`src/rtl/cordic_pkg.sv`:
```
// Shared constants and types for the CORDIC engine sharing arbiter.
package cordic_pkg;

   localparam int CORDIC_WIDTH = 12;

   typedef enum logic [1:0] {
      IDLE  = 2'd0,
      ISSUE = 2'd1,
      WAIT  = 2'd2,
      RESP  = 2'd3
   } state_e;

   typedef struct packed {
      logic [CORDIC_WIDTH-1:0] sin;
      logic [CORDIC_WIDTH-1:0] cos;
      logic                    err;
   } result_t;

endpackage

```
`src/rtl/cordic_share_arbiter_if.sv`:
```
// Requester and engine signal bundle. The slave side is the arbiter; the master side is
// the requesters plus the CORDIC engine.
interface cordic_share_arbiter_if
   import cordic_pkg::*;
#(
   parameter int WIDTH = CORDIC_WIDTH
);
   logic             req0_valid;
   logic [WIDTH-1:0] req0_angle;
   logic             req0_ready;
   logic             rsp0_valid;
   logic             rsp0_err;
   logic [WIDTH-1:0] rsp0_sin;
   logic [WIDTH-1:0] rsp0_cos;

   logic             req1_valid;
   logic [WIDTH-1:0] req1_angle;
   logic             req1_ready;
   logic             rsp1_valid;
   logic             rsp1_err;
   logic [WIDTH-1:0] rsp1_sin;
   logic [WIDTH-1:0] rsp1_cos;

   logic             core_start;
   logic [WIDTH-1:0] core_angle;
   logic             core_done;
   logic [WIDTH-1:0] core_sin;
   logic [WIDTH-1:0] core_cos;

   modport slave (
      input  req0_valid, req0_angle, req1_valid, req1_angle,
      input  core_done, core_sin, core_cos,
      output req0_ready, rsp0_valid, rsp0_err, rsp0_sin, rsp0_cos,
      output req1_ready, rsp1_valid, rsp1_err, rsp1_sin, rsp1_cos,
      output core_start, core_angle
   );

   modport master (
      output req0_valid, req0_angle, req1_valid, req1_angle,
      output core_done, core_sin, core_cos,
      input  req0_ready, rsp0_valid, rsp0_err, rsp0_sin, rsp0_cos,
      input  req1_ready, rsp1_valid, rsp1_err, rsp1_sin, rsp1_cos,
      input  core_start, core_angle
   );

endinterface

```
`src/rtl/cordic_share_arbiter_rr_arb2.sv`:
```
// Two-input round-robin winner select; purely combinational. On a tie the requester
// that was not granted last wins.
module rr_arb2 (
   input  logic [1:0] valid_i,
   input  logic       last_grant_i,
   output logic       grant_vld_o,
   output logic       grant_idx_o
);

   assign grant_vld_o = |valid_i;
   assign grant_idx_o = (valid_i == 2'b11) ? ~last_grant_i : valid_i[1];

endmodule

```
`src/rtl/cordic_share_arbiter.sv`:
```
// Shares one iterative CORDIC sin/cos engine between two requesters, round-robin,
// one transaction in flight, with a watchdog that aborts a hung engine operation.
module cordic_share_arbiter
   import cordic_pkg::*;
#(
   parameter int WIDTH   = CORDIC_WIDTH,
   parameter int TIMEOUT = 31
) (
   input logic                   clk1,
   input logic                   reset,
   cordic_share_arbiter_if.slave bus
);

   localparam int TW = $clog2(TIMEOUT + 1);

   localparam logic [1:0] S_IDLE  = IDLE;
   localparam logic [1:0] S_ISSUE = ISSUE;
   localparam logic [1:0] S_WAIT  = WAIT;
   localparam logic [1:0] S_RESP  = RESP;

   logic [1:0]            state_q,      state_d;
   logic                  last_grant_q, last_grant_d;
   logic                  owner_q,      owner_d;
   logic [WIDTH-1:0]      angle_q,      angle_d;
   logic [TW-1:0]         timer_q,      timer_d;
   logic [1:0][WIDTH-1:0] sin_q,        sin_d;
   logic [1:0][WIDTH-1:0] cos_q,        cos_d;
   logic [1:0]            err_q,        err_d;

   logic grant_vld;
   logic grant_idx;

   rr_arb2 u_arb (
      .valid_i      ({bus.req1_valid, bus.req0_valid}),
      .last_grant_i (last_grant_q),
      .grant_vld_o  (grant_vld),
      .grant_idx_o  (grant_idx)
   );

   always_comb begin
      state_d      = state_q;
      last_grant_d = last_grant_q;
      owner_d      = owner_q;
      angle_d      = angle_q;
      timer_d      = timer_q;
      sin_d        = sin_q;
      cos_d        = cos_q;
      err_d        = err_q;
      case (state_q)
         S_IDLE: begin
            if (grant_vld) begin
               angle_d = grant_idx ? bus.req1_angle : bus.req0_angle;
               owner_d = grant_idx;
               state_d = S_ISSUE;
            end
         end
         S_ISSUE: begin
            timer_d = '0;
            state_d = S_WAIT;
         end
         S_WAIT: begin
            // A done on the final watchdog cycle still counts as a good result.
            if (bus.core_done) begin
               sin_d[owner_q] = bus.core_sin;
               cos_d[owner_q] = bus.core_cos;
               err_d[owner_q] = 1'b0;
               state_d        = S_RESP;
            end else if (timer_q == TW'(TIMEOUT)) begin
               sin_d[owner_q] = '0;
               cos_d[owner_q] = '0;
               err_d[owner_q] = 1'b1;
               state_d        = S_RESP;
            end else begin
               timer_d = timer_q + TW'(1);
            end
         end
         S_RESP: begin
            last_grant_d = owner_q;
            state_d      = S_IDLE;
         end
         default: state_d = S_IDLE;
      endcase
   end

   always_ff @(posedge clk1) begin
      if (reset) begin
         state_q      <= S_IDLE;
         last_grant_q <= 1'b1;
         owner_q      <= 1'b0;
         angle_q      <= '0;
         timer_q      <= '0;
         sin_q        <= '0;
         cos_q        <= '0;
         err_q        <= '0;
      end else begin
         state_q      <= state_d;
         last_grant_q <= last_grant_d;
         owner_q      <= owner_d;
         angle_q      <= angle_d;
         timer_q      <= timer_d;
         sin_q        <= sin_d;
         cos_q        <= cos_d;
         err_q        <= err_d;
      end
   end

   assign bus.req0_ready = (state_q == S_IDLE) && grant_vld && !grant_idx;
   assign bus.req1_ready = (state_q == S_IDLE) && grant_vld &&  grant_idx;

   assign bus.rsp0_valid = (state_q == S_RESP) && !owner_q;
   assign bus.rsp1_valid = (state_q == S_RESP) &&  owner_q;
   assign bus.rsp0_err   = bus.rsp0_valid && err_q[0];
   assign bus.rsp1_err   = bus.rsp1_valid && err_q[1];
   assign bus.rsp0_sin   = sin_q[0];
   assign bus.rsp0_cos   = cos_q[0];
   assign bus.rsp1_sin   = sin_q[1];
   assign bus.rsp1_cos   = cos_q[1];

   assign bus.core_start = (state_q == S_ISSUE);
   assign bus.core_angle = angle_q;

endmodule

```
`src/flat_wrapper.sv`:
```
// flat-port wrapper written by rule: the top's interface ports become plain ports
module cordic_share_arbiter_flat import cordic_pkg::*;
#(
   parameter int WIDTH   = CORDIC_WIDTH,
   parameter int TIMEOUT = 31
)
  (clk1, reset, bus_req0_valid, bus_req0_angle, bus_req1_valid, bus_req1_angle, bus_core_done, bus_core_sin, bus_core_cos, bus_req0_ready, bus_rsp0_valid, bus_rsp0_err, bus_rsp0_sin, bus_rsp0_cos, bus_req1_ready, bus_rsp1_valid, bus_rsp1_err, bus_rsp1_sin, bus_rsp1_cos, bus_core_start, bus_core_angle);
  cordic_share_arbiter_if #(.WIDTH(WIDTH)) bus_i ();
  input logic clk1;
  input logic reset;
  input wire logic [$bits(bus_i.req0_valid)-1:0] bus_req0_valid;
  input wire logic [$bits(bus_i.req0_angle)-1:0] bus_req0_angle;
  input wire logic [$bits(bus_i.req1_valid)-1:0] bus_req1_valid;
  input wire logic [$bits(bus_i.req1_angle)-1:0] bus_req1_angle;
  input wire logic [$bits(bus_i.core_done)-1:0] bus_core_done;
  input wire logic [$bits(bus_i.core_sin)-1:0] bus_core_sin;
  input wire logic [$bits(bus_i.core_cos)-1:0] bus_core_cos;
  output wire logic [$bits(bus_i.req0_ready)-1:0] bus_req0_ready;
  output wire logic [$bits(bus_i.rsp0_valid)-1:0] bus_rsp0_valid;
  output wire logic [$bits(bus_i.rsp0_err)-1:0] bus_rsp0_err;
  output wire logic [$bits(bus_i.rsp0_sin)-1:0] bus_rsp0_sin;
  output wire logic [$bits(bus_i.rsp0_cos)-1:0] bus_rsp0_cos;
  output wire logic [$bits(bus_i.req1_ready)-1:0] bus_req1_ready;
  output wire logic [$bits(bus_i.rsp1_valid)-1:0] bus_rsp1_valid;
  output wire logic [$bits(bus_i.rsp1_err)-1:0] bus_rsp1_err;
  output wire logic [$bits(bus_i.rsp1_sin)-1:0] bus_rsp1_sin;
  output wire logic [$bits(bus_i.rsp1_cos)-1:0] bus_rsp1_cos;
  output wire logic [$bits(bus_i.core_start)-1:0] bus_core_start;
  output wire logic [$bits(bus_i.core_angle)-1:0] bus_core_angle;
  assign bus_i.req0_valid = bus_req0_valid;
  assign bus_i.req0_angle = bus_req0_angle;
  assign bus_i.req1_valid = bus_req1_valid;
  assign bus_i.req1_angle = bus_req1_angle;
  assign bus_i.core_done = bus_core_done;
  assign bus_i.core_sin = bus_core_sin;
  assign bus_i.core_cos = bus_core_cos;
  assign bus_req0_ready = bus_i.req0_ready;
  assign bus_rsp0_valid = bus_i.rsp0_valid;
  assign bus_rsp0_err = bus_i.rsp0_err;
  assign bus_rsp0_sin = bus_i.rsp0_sin;
  assign bus_rsp0_cos = bus_i.rsp0_cos;
  assign bus_req1_ready = bus_i.req1_ready;
  assign bus_rsp1_valid = bus_i.rsp1_valid;
  assign bus_rsp1_err = bus_i.rsp1_err;
  assign bus_rsp1_sin = bus_i.rsp1_sin;
  assign bus_rsp1_cos = bus_i.rsp1_cos;
  assign bus_core_start = bus_i.core_start;
  assign bus_core_angle = bus_i.core_angle;
  cordic_share_arbiter #(.WIDTH(WIDTH), .TIMEOUT(TIMEOUT)) u_core (.clk1(clk1), .reset(reset), .bus(bus_i));
endmodule
```
`config.mk`:
```
export PLATFORM = sky130hd
export DESIGN_NAME = cordic_share_arbiter_flat
export DESIGN_NICKNAME = d
export VERILOG_FILES = /design/src/rtl/cordic_pkg.sv /design/src/rtl/cordic_share_arbiter_if.sv /design/src/rtl/cordic_share_arbiter_rr_arb2.sv /design/src/rtl/cordic_share_arbiter.sv /design/src/flat_wrapper.sv
export SDC_FILE = /design/constraint.sdc
export NUM_CORES = 1
export LEC_CHECK = 0
export ABC_AREA = 1
export CAP_MARGIN = 0
export CORE_MARGIN = 2
export CORE_UTILIZATION = 39
export DETAILED_ROUTE_END_ITERATION = 10
export PLACE_DENSITY = 0.79
export SYNTH_ARGS = -nofsm -noshare
export SYNTH_HDL_FRONTEND = slang
export SYNTH_SLANG_ARGS = --single-unit
```
`constraint.sdc`:
```
create_clock -name clk1 -period 1.5 [get_ports clk1]
set_input_delay 0.225 -clock clk1 [delete_from_list [all_inputs] [get_ports clk1]]
set_output_delay 0.225 -clock clk1 [all_outputs]
set_load 0.05 [all_outputs]
```
Word level (Yosys, flattened, before mapping)
Cells that the tools add are included.
{"block": "word_totals", "regBits": 71, "latch_bits": 0, "ramBits": 0, "rom_bits": 0, "input_bits": 53, "output_inout_bits": 67, "elab_cells": 68, "n_memories": 0}
{"block": "classes", "n_addsub": 1, "multipliers": 0, "div": 0, "n_lt_le_gt_ge": 2, "eq_ne": 9, "n_shift": 0, "mux": 21, "bitwise": 7, "n_reduce_logical": 18}
{"cell": "two-way mux 24 bit", "n": 4}
{"cell": "AND 24 bit", "n": 2}
{"cell": "bitwise mux 24 bit", "n": 2}
{"cell": "two-way mux 12 bit", "n": 2}
{"cell": "inverter 24 bit", "n": 1}
{"cell": "demux 12 bit (select 1 bit)", "n": 1}
{"cell": "two-way mux 2 bit", "n": 5}
{"cell": "two-way mux 5 bit", "n": 2}
{"cell": "one-hot mux 5 bit (2 select lines)", "n": 1}
{"cell": "logical AND 1 bit", "n": 8}
{"cell": "one-hot mux 2 bit (4 select lines)", "n": 1}
{"cell": "equality test 2 bit (second input constant)", "n": 3}
{"cell": "AND reduction 2 bit", "n": 3}
{"cell": "adder 5 x 1 -> 5 bit (second input constant)", "n": 1}
{"cell": "equality test 5 bit (second input constant)", "n": 1}
{"cell": "inequality test 2 bit (second input constant)", "n": 2}
{"cell": "nonzero test 2 bit", "n": 2}
{"cell": "inequality test 3 x 2 -> 1 bit (second input constant)", "n": 1}
{"cell": "AND reduction 3 bit", "n": 1}
{"cell": "AND 2 bit", "n": 1}
{"cell": "equality test 2 x 1 -> 1 bit (second input constant)", "n": 1}
{"cell": "zero test 1 bit", "n": 2}
{"cell": "zero test 2 bit", "n": 1}
{"cell": "< comparator 1 x 2 -> 1 bit (second input constant)", "n": 1}
{"cell": "other kinds (8)", "n": 9}

Logic depth before layout (Yosys ltp)
Gate-level depths: netlist of the first run.
{"block": "logic_depth", "word_depth": 8, "mapped_depth": 10, "depth_no_buf": 10}

Modules after synthesis
Synthesis of the first run repeated with hierarchy kept, for this count alone.
{"block": "hier_totals", "cells_unflattened": 472, "area_unflattened_um2": 3236.9}
{"mod": "cordic_share_arbiter", "n_inst": 1, "cells_each": 469, "area_each_um2": 3221.8, "seq_area_each_um2": 1421.4}
{"mod": "rr_arb2", "n_inst": 1, "cells_each": 3, "area_each_um2": 15.0, "seq_area_each_um2": 0.0}

Least setup slack after synthesis of the first run
Ideal clock, no wire load.
{"block": "synth_path", "path_kind": "register to output", "startpoint": "reg u_core.state_q[1]", "endpoint": "out bus_rsp0_err", "t_arrival_ns": 1.648, "slack_ns": -0.373, "path_stages_with_launch": 4, "path_buffers": 0, "cell_sequence": "dfxtp_1 ha_1 inv_1 nor3_1"}
{"block": "synth_between", "elab_chain_cells": 3}
{"element": "start, declared", "line": "cordic_share_arbiter.sv:21", "text": "logic [1:0] state_q, state_d;"}
{"element": "start signal, assigned", "line": "cordic_share_arbiter.sv:96", "text": "state_q <= state_d;"}
{"element": "equality test 2 bit", "line": "cordic_share_arbiter.sv:110", "text": "assign bus.rsp0_valid = (state_q == S_RESP) && !owner_q;"}
{"element": "logical AND 1 bit", "line": "cordic_share_arbiter.sv:110"}
{"element": "logical AND 1 bit", "line": "cordic_share_arbiter.sv:112", "text": "assign bus.rsp0_err = bus.rsp0_valid && err_q[0];"}
{"element": "end, declared", "line": "flat_wrapper.sv:20", "text": "output wire logic [$bits(bus_i.rsp0_err)-1:0] bus_rsp0_err;"}
Every way passes these cells.

Worst setup path in the final report of the first run
{"block": "layout_path", "startpoint": "reg u_core.timer_q[0]", "endpoint": "reg u_core.cos_q (netlist bit u_core.bus.rsp1_cos[8])"}
{"block": "layout_between", "elab_chain_cells": 3}
{"element": "start, declared", "line": "cordic_share_arbiter.sv:25", "text": "logic [TW-1:0] timer_q, timer_d;"}
{"element": "start signal, assigned", "line": "cordic_share_arbiter.sv:100", "text": "timer_q <= timer_d;"}
{"element": "equality test 5 bit", "line": "cordic_share_arbiter.sv:68", "text": "end else if (timer_q == TW'(TIMEOUT)) begin"}
{"element": "nonzero test 2 bit (no source line)"}
{"element": "AND reduction 2 bit (no source line)"}
{"element": "end signal, assigned", "line": "cordic_share_arbiter.sv:102", "text": "cos_q <= cos_d;"}
{"element": "end, declared", "line": "cordic_share_arbiter.sv:27", "text": "logic [1:0][WIDTH-1:0] cos_q, cos_d;"}
Every way passes these cells.
A chain may end at the register's enable or synchronous reset.

==> results of run 1 <==
## layout make-up
| type | count | area, um^2 |
|---|---|---|
| Clock buffer | 11 | 151 |
| Inverter | 17 | 80.1 |
| Tap cell | 99 | 124 |
| Fill cell | 514 | 1970 |
| Clock inverter | 5 | 80.1 |
| Multi-Input combinational cell | 282 | 1760 |
| Timing Repair Buffer | 164 | 1650 |
| Sequential cell | 71 | 1430 |
## registers in the layout, indices dropped and copies added, names as in the netlist, named ones only
signal / cells
u_core.bus.rsp0_sin: 12
u_core.bus.rsp1_cos: 12
u_core.timer_q: 5
u_core.last_grant_q: 1
u_core.bus.core_angle: 12
u_core.state_q: 2
u_core.bus.rsp0_cos: 12
u_core.owner_q: 1
u_core.bus.rsp1_sin: 12
## worst max-delay path, delay by kind of cell, from the launching register on
kind                       cells  cell delay [ns]
AOI/OAI and AO/OA              2             0.39
buffers and inverters          3             0.34
DFF                            1             0.35
and+or+nand+nor                3             0.30
adders and majority gates      2             0.30
## logic make-up after synthesis
family	share of synthesized area (%)
and+or+nand+nor	28.8
AOI/OAI and AO/OA	12.9
DFF	48.5
buffers and inverters	6.71
adders and majority gates	2.99
## where the power goes
| group | total [W] | switching [W] | internal, W |
|---|---|---|---|
| combinational | 0.00274 | 0.00161 | 0.00113 |
| clock | 0.00173 | 0.000705 | 0.00102 |
| sequential | 0.00220 | 0.000142 | 0.00206 |
## Yosys cell counts, drive strengths merged
cell type / number
a21oi: 71
buf: 19
clkbuf: 7
dfxtp: 71
ha: 7
inv: 17
nand2: 118
nand3: 68
nand3b: 1
nor2: 12
nor3: 1
o21ai: 4
## final timing paths
check,cells after the start,slack (ns),endpoint
worst max-delay path,10,-0.27,u_core.bus.rsp1_cos[8]
worst min-delay path,4,0.26,u_core.timer_q[2]
worst max register to register,10,-0.27,u_core.bus.rsp1_cos[8]
worst min register to register,2,0.47,u_core.bus.rsp0_cos[3]
## repair_timing
item                       CTS  global route
cloned                       2             8
setup endpoints to repair   75            63
resized for setup           31            99
pin swaps                    2            25
setup buffers                2             9
## metrics by stage
stage,cells,hold slack [ns]
6_report,649,0.262
5_1_grt,649,0.242
4_1_cts,632,0.225
3_5_place_dp,612,0.457
3_3_place_gp,612,0.452
2_1_floorplan,396,0.381
## routing by layer
layer	vias to the layer above	part of all wire [%]	track usage [%]
li1	1608	-	-
met1	1630	37	25.1
met2	149	54	38.1
met3	38	5.6	5.01
met4	0	4.0	8.59
met5	-	0	0
==> flow_summary.toml, run 1 <==
[sta]
layout_min_cycle_time_ns = 1.77
setup_viol = 56
tns_ns = -10.08
fin_crit_sh_pct = 118
slew_headroom_pct = 77.6
tightest_slew_ns = 0.336
layout_setup_ws_ns = -0.268
hold_viol = 0
rsz0062_at_grt = "true"
final-max-slew-violation-count = 0
clock.fmax_mhz = 565
skew_ns = 0.00805

[layout]
final_util_pct = 72.8
final_common_cell = "nand2_1"
drive_above_1_share_pct = 40.7
nets = 605
syn2layout_area_growth_pct = 80.3
design_area_um2 = 5280
n_antenna_cell = 0
layout_common_cells = "nand2_1 (93), buf_4 (83), dfxtp_1 (66)"

[min_path]
min_from = "reset"
hold_path.class = "input pin to flip-flop"

[synth]
synthCells = 396
yosysTopAreaCellShare_pct = 48.5
syn-num-nets = 456
yosysWarnings = 0
syn_area_per_cell_um2 = 7.40
ys_ff_latch = 71
synth.area.top_cells = "dfxtp_1 (49%), nand2_1 (15%), a21oi_1 (12%)"
synth_top_cell_by_area = "dfxtp_1"
synthesis.area_um2 = 2930
yosys.cell_types.count = 18
synth_seq_area_share_pct = 48.5

[status]
status = "finished with violations"
violations = "negative setup slack"

[pwr]
ir_worst_vdd_mv = 1.16
powerDensity_nw_per_um2 = 1260
power_w = 0.00667
power_leakage_nw = 2.10

[placed_design]
port_buffers = 119
dpl_cell_area_um2 = 4290
gp_congestion = 0.849
pre_cts_slack_ns = -0.237
dp_hpwl_um = 6030

[setup_path]
crit_required_ns = 1.76
critPathCaptureType = "flip-flop"
cp-startpoint = "u_core.timer_q[0]"
path_cells = "ha_4 -> nand2_4 -> nor2_4 -> ha_4 -> inv_4 -> a21oi_4 -> buf_6 -> buf_8 -> nand3_1 -> a21oi_1"
crit_top_cell = "ha_4"
arrival_ns = 2.03
crit_path_start_kind = "flip-flop"
rr_startpoint = "u_core.timer_q[0]"
critical_path_class = "flip-flop to flip-flop"
slowest_stage = "dfxtp_2"
critPathMaxStageDelay_ns = 0.35
worstPathMaxFanout = 8

[global_routing]
grt_use_total_pct = 21.6
grt_max_degree = 36
grt_pass1_wl_um = 14400
grt_overflow = 0
grt_pass1_vias = 3001
antenna_found_initial = 0

[detailed_routing]
vias = 3425
routedWlPerCell_um = 16.9
drt_wl_total_um = 11000
drc_errors = 0
postRouteAntennaNets = 0
detail_route.vias_per_cell = 5.28
drt_first_pass_iters = 4
drt_iter0_markers = 190

[clocking]
cts.sink_count = 71
cts_max_level = 3
clk_latency_ns = 0.33
path_clk_slew_ns = 0.07
cts_hold_buf = 0
root_buffer = "clkbuf_8"
cts_buffer_depth = 2
cts_tree = "done"
cts_buffers = 9

[job]
maxCapViolCount = 0

[floorplanning]
fp.dieH_um = 90.7
core_area_um2 = 7250
start_util_pct = 40.4
die_w_um = 90.7
placement_rows = 31
ios = 120
dieArea_um2 = 8220
Note: power is estimated with default switching activity, not from simulation.
==> run 2: changes to the inputs <==
- RECOVER_POWER: default -> 100
==> run 2 against run 1 <==
The flow still finishes with violations (negative setup slack); power fell by 1.3%; sequential power about the same; first-iteration DRC count grew 2.1%; clock power barely moved; largest power group unchanged.
==> flow_summary.toml, run 2 (synthesis gave the netlist of run 1 again) <==
[global_routing]
grt_overflow = 0
grt_pass1_wl_um = 14400
grt_max_degree = 36
antenna_found_initial = 0
grt_pass1_vias = 3001
grt_use_total_pct = 21.6

[pwr]
ir_worst_vdd_mv = 1.13
p_seq_share_pct = 33.4
power.internal_w = 0.00413
p_switching_w = 0.00245
powerDensity_nw_per_um2 = 1280
power_leakage_nw = 2.04
netSwitchingFraction_pct = 37.2
comb_power_share_pct = 40.4
power_w = 0.00658
clockPowerShare_pct = 26.2

[floorplanning]
die_w_um = 90.7
dieArea_um2 = 8220
placement_rows = 31
core_area_um2 = 7250
start_util_pct = 40.4
fp.dieH_um = 90.7
ios = 120

[sta]
layout_min_cycle_time_ns = 1.77
skew_ns = 0.00804
rsz0062_at_grt = "true"
layout_setup_ws_ns = -0.271
fin_crit_sh_pct = 118
final-max-slew-violation-count = 0
hold_viol = 0
clock.fmax_mhz = 565
tns_ns = -10.15
slew_headroom_pct = 78.2
tightest_slew_ns = 0.327
setup_viol = 58

[detailed_routing]
drt_iter0_markers = 194
postRouteAntennaNets = 0
routedWlPerCell_um = 16.9
drt_first_pass_iters = 5
drt_wl_total_um = 11000
detail_route.vias_per_cell = 5.30
vias = 3441
drc_errors = 0

[layout]
final_common_cell = "nand2_1"
layout_common_cells = "nand2_1 (94), dfxtp_1 (66), clkbuf_2 (61)"
final_util_pct = 70.6
design_area_um2 = 5120
n_antenna_cell = 0
syn2layout_area_growth_pct = 74.8
nets = 605
drive_above_1_share_pct = 40.5

[status]
violations = "negative setup slack"
status = "finished with violations"

[setup_path]
critical_path_class = "flip-flop to flip-flop"
critical-path-top-delay-family = "compound AO/OA/AOI/OAI gates"
critPathCaptureType = "flip-flop"
arrival_ns = 2.03
path_cells = "ha_4 -> nand2_4 -> nor2_4 -> ha_4 -> inv_4 -> a21oi_4 -> buf_6 -> buf_8 -> nand3_1 -> a21oi_1"
critPathMaxStageDelay_ns = 0.36
worstPathMaxFanout = 8
crit_path_start_kind = "flip-flop"
cp_num_buf_inv = 3
crit_required_ns = 1.76
crit_top_cell = "ha_4"
slowest_stage = "dfxtp_2"

[clocking]
cts_buffer_depth = 2
path_clk_slew_ns = 0.07
clk_latency_ns = 0.33
cts.sink_count = 71
cts_max_level = 3
cts_tree = "done"
cts_buffers = 9
root_buffer = "clkbuf_8"

[placed_design]
dpl_cell_area_um2 = 4290
pre_cts_slack_ns = -0.237
dp_hpwl_um = 6030
gp_congestion = 0.849
port_buffers = 119

[job]
maxCapViolCount = 0

[min_path]
hold_path.class = "input pin to flip-flop"
-- run 2: changes by cell type in the layout (fill, tap and decap cells not counted) --
cell,delta
buf_4,-61
clkbuf_2,+61
nand2_1,+1
nand2_4,-1
-- run 2: area by class of cell --
| type | instances | area, um^2 |
|---|---|---|
| Fill cell | 565 | 2130 |
| Multi-Input combinational cell | 282 | 1760 |
| Timing Repair Buffer | 164 | 1500 |
| Sequential cell | 71 | 1430 |
| Clock buffer | 11 | 151 |
| Tap cell | 99 | 124 |
| Clock inverter | 5 | 80.1 |
| Inverter | 17 | 80.1 |
-- run 2: timing repair --
item                                    in CTS  in global routing
hold buffers                                 0                  0
pin swaps                                    2                 25
gates resized for setup                     31                 99
gates cloned                                 2                  8
endpoints found under the hold margin        0                  0
buffers inserted                             2                  9
endpoints found under the setup margin      75                 63
-- run 2: worst register-to-register path, cell delays in order (launching register included) --
cell and delay (ns):
dfxtp_2 0.36, ha_4 0.15, nand2_4 0.05, nor2_4 0.13, ha_4 0.15, inv_4 0.04
a21oi_4 0.22, buf_6 0.16, buf_8 0.14, nand3_1 0.12, a21oi_1 0.17
-- run 2: metal layers --
metal  GRT usage [%]  vias to the layer above  wire length, um
met3            5.01                       38              650
li1                -                     1612                -
met4            8.59                        0              408
met5               0                        -                0
met2            38.1                      162             5880
met1            25.1                     1629             4020
-- run 2: worst paths after layout --
path                                from                     end  slack, ns  cells after the start
hold reg to reg   u_core.bus.rsp0_cos[3]  u_core.bus.rsp0_cos[3]       0.46                      2
hold / removal                     reset     u_core.last_grant_q       0.26                      3
setup reg to reg       u_core.timer_q[0]  u_core.bus.rsp1_cos[8]      -0.27                     10
setup / recovery       u_core.timer_q[0]  u_core.bus.rsp1_cos[8]      -0.27                     10
-- run 2: per-stage QoR --
stage | hold slack, ns | instances
finish | 0.263 | 649
global placement | 0.452 | 612
global route | 0.242 | 649
detailed placement | 0.457 | 612
CTS | 0.225 | 632
floorplan | 0.381 | 396
-- run 2: power groups by stage --
| stage | logic [W] | registers, W | clock network (W) |
|---|---|---|---|
| 2_1_floorplan | 0.000910 | 0.00254 | 0 |
| 3_3_place_gp | 0.00203 | 0.00219 | 0 |
| 3_5_place_dp | 0.00205 | 0.00219 | 0 |
| 4_1_cts | 0.00221 | 0.00218 | 0.00175 |
| 5_1_grt | 0.00279 | 0.00221 | 0.00186 |
| 6_report | 0.00266 | 0.00219 | 0.00172 |
